==> config.mk <==
export PLATFORM = sky130hd
export DESIGN_NAME = fifo_wr_arbiter
export DESIGN_NICKNAME = d
export VERILOG_FILES = /design/src/rtl/fifo_wr_arbiter.sv
export SDC_FILE = /design/constraint.sdc
export NUM_CORES = 1
export LEC_CHECK = 0
export BUFFER_PORTS_ARGS = -buffer_cell sky130_fd_sc_hd__buf_4
export CAP_MARGIN = 0
export CORE_MARGIN = 5
export CORE_UTILIZATION = 30
export DETAILED_ROUTE_END_ITERATION = 7
export PLACE_DENSITY = 0.67
export RECOVER_POWER = 100
export SETUP_SLACK_MARGIN = 0.4
export SYNTH_ARGS = -nofsm -noshare
export SYNTH_HDL_FRONTEND = slang
export SYNTH_SLANG_ARGS = --single-unit
==> constraint.sdc <==
create_clock -name clk -period 4.4 [get_ports clk]
set_input_delay 0.88 -clock clk [delete_from_list [all_inputs] [get_ports clk]]
set_output_delay 0.88 -clock clk [all_outputs]
set_load 0.01 [all_outputs]
==> src/rtl/fifo_wr_arbiter.sv <==
`default_nettype none
// +--------------------------------------------------------------------------+
// | Module      : fifo_wr_arbiter                                            |
// | Description : Round-robin write arbiter sharing one FIFO write port      |
// |               among N_REQ valid/ready requesters. Never writes while     |
// |               the FIFO reports full.                                     |
// |               Optional packet lock: define FIFO_ARB_LOCK_EN to keep the  |
// |               grant on one requester until its req_last beat.            |
// | Revision    : 1.0 - initial release                                      |
// +--------------------------------------------------------------------------+
module fifo_wr_arbiter #(
    parameter int N_REQ = 4,
    parameter int WIDTH = 8
) (
    input  logic                     clk,
    input  logic                     rst,
    input  logic [N_REQ-1:0]         req_valid,
    input  logic [N_REQ*WIDTH-1:0]   req_data,
    input  logic [N_REQ-1:0]         req_last,
    output logic [N_REQ-1:0]         req_ready,
    output logic                     fifo_wr_en,
    output logic [WIDTH-1:0]         fifo_data_in,
    input  logic                     fifo_full,
    output logic [$clog2(N_REQ)-1:0] grant_id,
    output logic                     locked
);

    localparam int C_IW = $clog2(N_REQ);

    typedef enum logic [0:0] {
        ST_IDLE   = 1'b0,
        ST_LOCKED = 1'b1
    } state_t;

    state_t          state_q;
    logic [C_IW-1:0] ptr_q;
    logic [C_IW-1:0] grant_q;
    logic            locked_q;

    logic            w_win_vld;
    logic [C_IW-1:0] w_win_idx;
    logic            w_xfer;
    logic [C_IW-1:0] w_ptr_d;

    // Index reached by stepping 'off' places forward from 'base', modulo N_REQ.
    function automatic logic [C_IW-1:0] rr_idx(input logic [C_IW-1:0] base, input int off);
        int s;
        s = int'(base) + off;
        if (s >= N_REQ) begin
            s = s - N_REQ;
        end
        return C_IW'(s);
    endfunction

    // Winner selection: owner only while locked, otherwise first valid from ptr onward.
    always_comb begin
        w_win_vld = 1'b0;
        w_win_idx = '0;
        if (state_q == ST_LOCKED) begin
            w_win_vld = req_valid[grant_q];
            w_win_idx = grant_q;
        end else begin
            // Scan from the far end so the entry closest to ptr is the one kept.
            for (int k = N_REQ - 1; k >= 0; k--) begin
                if (req_valid[rr_idx(ptr_q, k)]) begin
                    w_win_vld = 1'b1;
                    w_win_idx = rr_idx(ptr_q, k);
                end
            end
        end
    end

    // A beat moves only with a winner, room in the FIFO and reset released.
    assign w_xfer  = w_win_vld & ~fifo_full & ~rst;
    assign w_ptr_d = (w_win_idx == C_IW'(N_REQ - 1)) ? '0 : (w_win_idx + 1'b1);

    // Drive the FIFO write port and the one-hot ready from the selected beat.
    always_comb begin
        req_ready    = '0;
        fifo_data_in = '0;
        if (w_xfer) begin
            req_ready[w_win_idx] = 1'b1;
            fifo_data_in         = req_data[int'(w_win_idx) * WIDTH +: WIDTH];
        end
    end

    assign fifo_wr_en = w_xfer;
    assign grant_id   = grant_q;
    assign locked     = locked_q;

    // Grant FSM: pointer, last winner and packet lock advance on each accepted beat.
    always_ff @(posedge clk) begin
        if (rst) begin
            state_q  <= ST_IDLE;
            ptr_q    <= '0;
            grant_q  <= '0;
            locked_q <= 1'b0;
        end else if (w_xfer) begin
            grant_q <= w_win_idx;
`ifdef FIFO_ARB_LOCK_EN
            if (req_last[w_win_idx]) begin
                state_q  <= ST_IDLE;
                ptr_q    <= w_ptr_d;
                locked_q <= 1'b0;
            end else begin
                state_q  <= ST_LOCKED;
                locked_q <= 1'b1;
            end
`else
            state_q  <= ST_IDLE;
            ptr_q    <= w_ptr_d;
            locked_q <= 1'b0;
`endif
        end
    end

`ifndef FIFO_ARB_LOCK_EN
    // Packet boundaries are irrelevant when every beat is its own grant.
    logic w_unused_last;
    assign w_unused_last = ^req_last;
`endif

endmodule
`default_nettype wire

==> summary.txt <==
Outcome
  • Status: finished, final reports clean

Timing
  • Headroom to the max-slew limit: 0.286
  • Fin. max-slew vios: 0
  • Sum of negative setup slack: 0 ns
  • Setup skew after layout: 0.00829 ns
  • Worst-Margin Slew: about 1.1 ns
  • Minimum clock period: between 3 and 4 ns
  • Maximum frequency from static timing analysis: ~270 MHz
  • Ratio of final minimum period to clock period: 0.846
  • Final Setup Violations: 0
  • Unrepaired setup endpoints after global routing: false
  • Final Hold Slack: 0.456 ns
  • Number of failing hold endpoints at the final stage: 0

Setup path
  • Critical Path AT: roughly 2.8 ns
  • Worst Setup End Kind: output port
  • Reg-to-Reg Start: ptr_q[1]
  • Biggest fanout along the worst timing path: 20
  • Reg-to-Reg End: ptr_q[0]
  • Worst Setup Start Kind: input port
  • Worst reg-to-reg setup slack: 2.21 ns
  • Worst r2r path cells: 6
  • Critical path type: input port to output port
  • Required time of the critical path: 3.52 ns

Power
  • Leakage power: 0.462 nW
  • Cell Pwr Density: between 200 and 250 nW/um^2
  • Peak ir drop on the vdd network: about 0.19 mV
  • Overall power consumption: ~190 uW

Placement
  • Quantity of I/O buffers inserted on ports: 53
  • Count of placed standard cells including taps: 149
  • Final HPWL DP: ~1.6 mm
  • GP Congestion: slightly above 0.8
  • Placed Instance Area: just under 1000 sq um

Floorplanning
  • Placeable core region: slightly below 2000 sq um
  • Overall die width: 55.2 um
  • # rows: 16
  • Starting density of the core: 0.312
  • Die area: between 3000 and 4000 sq um
  • Floorplan die height: approximately 55 um
  • Number of top-level pins: around 60

Yosys
  • Most used DFF post-synth: sky130_fd_sc_hd__dfxtp_1
  • Leading post-synthesis cells by instance count: 17 x sky130_fd_sc_hd__mux2i_1, 8 x sky130_fd_sc_hd__nand2_1, 8 x sky130_fd_sc_hd__o22ai_1
  • Biggest area contributors in the synthesized netlist: sky130_fd_sc_hd__mux2i_1 28%, sky130_fd_sc_hd__dfxtp_1 13%, sky130_fd_sc_hd__ha_1 8.2%
  • Number of distinct standard cells referenced by the synthesized netlist: 25
  • Number of synthesized flops with an enable pin: 0
  • Most instantiated library cell after synthesis: sky130_fd_sc_hd__mux2i_1
  • Post-synthesis net count: 120
  • Cell area after technology mapping: 613 sq um
  • Post-synthesis instance total: between 70 and 80
  • Area share of the leading cell type in the synthesized netlist: 0.278
  • Share of the yosys chip area belonging to registers: 0.131
  • Post-synthesis cell type with the largest combined area: sky130_fd_sc_hd__mux2i_1
  • Number of synthesis warnings: 0
  • Async set-or-reset flop fraction in the synthesized netlist: 0
  • Avg Synthesized Cell Area: approximately 8.4 sq um
  • Synthesized flop and latch total: 4

Detailed routing
  • Number of detailed-routing iterations run before antenna repair: 3
  • Number of design-rule violations left by the first detailed-router iteration: 32
  • Final routed wire length divided by cell count: 13.2 um
  • Antenna-violating nets left: 0
  • Via Count: approximately 740
  • Mean number of vias per cell: approximately 4.8
  • Total length of routed wires: 2.00 mm
  • DRC violation count after routing: 0

Clocking
  • Root buffer cell: sky130_fd_sc_hd__clkbuf_4
  • Num CTS Buffers: 3
  • Number of levels the H-tree was split into: 1
  • Setup fix buffers added after clock tree synthesis: 0
  • Gates resized, CTS repair: 0
  • Clock-pin slew on the worst setup and hold paths: approximately 0.030 ns
  • CTS tree: done
  • Hold_buf cts: 0
  • Clk_lat worst skew: ~0.24 ns
  • Clock sinks: 4
  • Maximum root-to-sink buffer count: 2

Final layout
  • Fraction of layout cells with a size suffix above 1: 0.376
  • Number of antenna diodes: 0
  • Final design instance area without fill: 952 sq um
  • Synth-to-Final Area Change: 55.3%
  • Filler-free cell count of the finished design: around 150
  • Layout net count: around 170

GRT
  • Global-route wire length before repair: approximately 3.4 mm
  • Overall track demand over capacity in global routing: 0.132
  • Via count of the first global-routing pass: about 730
  • Total gr overflow: 0
  • Antenna violations before repair: 0
  • Largest net degree at the start of global routing: 21

Min path
  • Worst Hold Path EP: grant_id[1]
  • Beginning of the worst hold path: grant_id[1]
  • Hold Path Depth: 2
  • Type of the most critical hold path: flip-flop to flip-flop

Flow run
  • Max-cap violations: 0
## kinds of logic (layout without fill, tap and decap cells)
group | count (synthesis) | in the layout | share of synthesized area
other | 1 | 1 | 0.00612
flip-flops | 4 | 4 | 0.131
AO/OA/AOI/OAI | 17 | 17 | 0.186
AND/OR/NAND/NOR | 22 | 22 | 0.208
buffers and inverters | 8 | 60 | 0.110
adder cells (fa/ha/maj) | 4 | 4 | 0.0816
multiplexers | 17 | 17 | 0.278
## stage by stage
step	util	worst slack [ns]
after global routing	0.485	0.508
final	0.485	0.676
after floorplan	-	1.62
after global placement	0.506	1.10
after detailed placement	0.506	1.08
after CTS	0.517	1.06
## sequential cells by signal (all words and copies together), names as in the netlist
register / flops
grant_id: 2
ptr_q: 2
## cell usage in the layout (no fill, tap or decap)
cell type,n
sky130_fd_sc_hd__mux2i_1,17
sky130_fd_sc_hd__nor2_1,3
sky130_fd_sc_hd__nor4_1,1
sky130_fd_sc_hd__and2_0,2
sky130_fd_sc_hd__and2_1,2
sky130_fd_sc_hd__o21ai_0,1
sky130_fd_sc_hd__o2bb2a_1,1
sky130_fd_sc_hd__o22ai_1,8
sky130_fd_sc_hd__nand2b_1,1
sky130_fd_sc_hd__clkbuf_4,3
sky130_fd_sc_hd__nand2_1,8
sky130_fd_sc_hd__dfxtp_1,4
sky130_fd_sc_hd__a21oi_1,7
sky130_fd_sc_hd__ha_1,4
sky130_fd_sc_hd__and3_1,1
sky130_fd_sc_hd__nand2_4,1
sky130_fd_sc_hd__or3_1,1
sky130_fd_sc_hd__or3_4,1
sky130_fd_sc_hd__conb_1,1
sky130_fd_sc_hd__buf_4,42
sky130_fd_sc_hd__or2_0,1
sky130_fd_sc_hd__clkbuf_1,11
sky130_fd_sc_hd__inv_1,4
## critical path, stage by stage
cell	delay (ns)
sky130_fd_sc_hd__buf_4	0.13
sky130_fd_sc_hd__a21oi_1	0.13
sky130_fd_sc_hd__o21ai_0	0.08
sky130_fd_sc_hd__o2bb2a_1	0.95
sky130_fd_sc_hd__inv_1	0.16
sky130_fd_sc_hd__ha_1	0.25
sky130_fd_sc_hd__and2_1	0.13
sky130_fd_sc_hd__buf_4	0.14
## where the power goes
part	internal (mW)	total, mW	switching, mW
Combinational	0.0538	0.101	0.0476
Sequential	0.0397	0.0425	0.00277
Clock	0.0306	0.0466	0.0160
## worst max path at each step
stage / endpoint / cells past startpoint / from / slack [ns]
6_report: req_ready[0] / 8 / req_valid[0] / 0.68
5_1_grt: req_ready[0] / 8 / req_valid[0] / 0.51
4_1_cts: fifo_data_in[5] / 7 / req_valid[1] / 1.06
3_5_place_dp: fifo_data_in[5] / 7 / req_valid[1] / 1.08
3_3_place_gp: fifo_data_in[5] / 7 / req_valid[1] / 1.10
2_1_floorplan: fifo_data_in[0] / 6 / req_valid[3] / 1.62
## per-layer routing
layer / vias to the layer above / global-route usage / part of all wire
li1: 362 / - / -
met1: 326 / 0.168 / 0.47
met4: 0 / 0.0208 / 0
met3: 0 / 0.0769 / 0.13
met5: - / 0 / 0
met2: 47 / 0.196 / 0.41
## area by class of cell
cell class	count	area, sq um
Sequential cell	4	80.1
Tap cell	27	33.8
Inverter	4	15.0
Fill cell	224	1010
Timing Repair Buffer	53	357
Clock buffer	3	22.5
Multi-Input combinational cell	61	444
No activity file was read; power rests on OpenSTA's default activity.
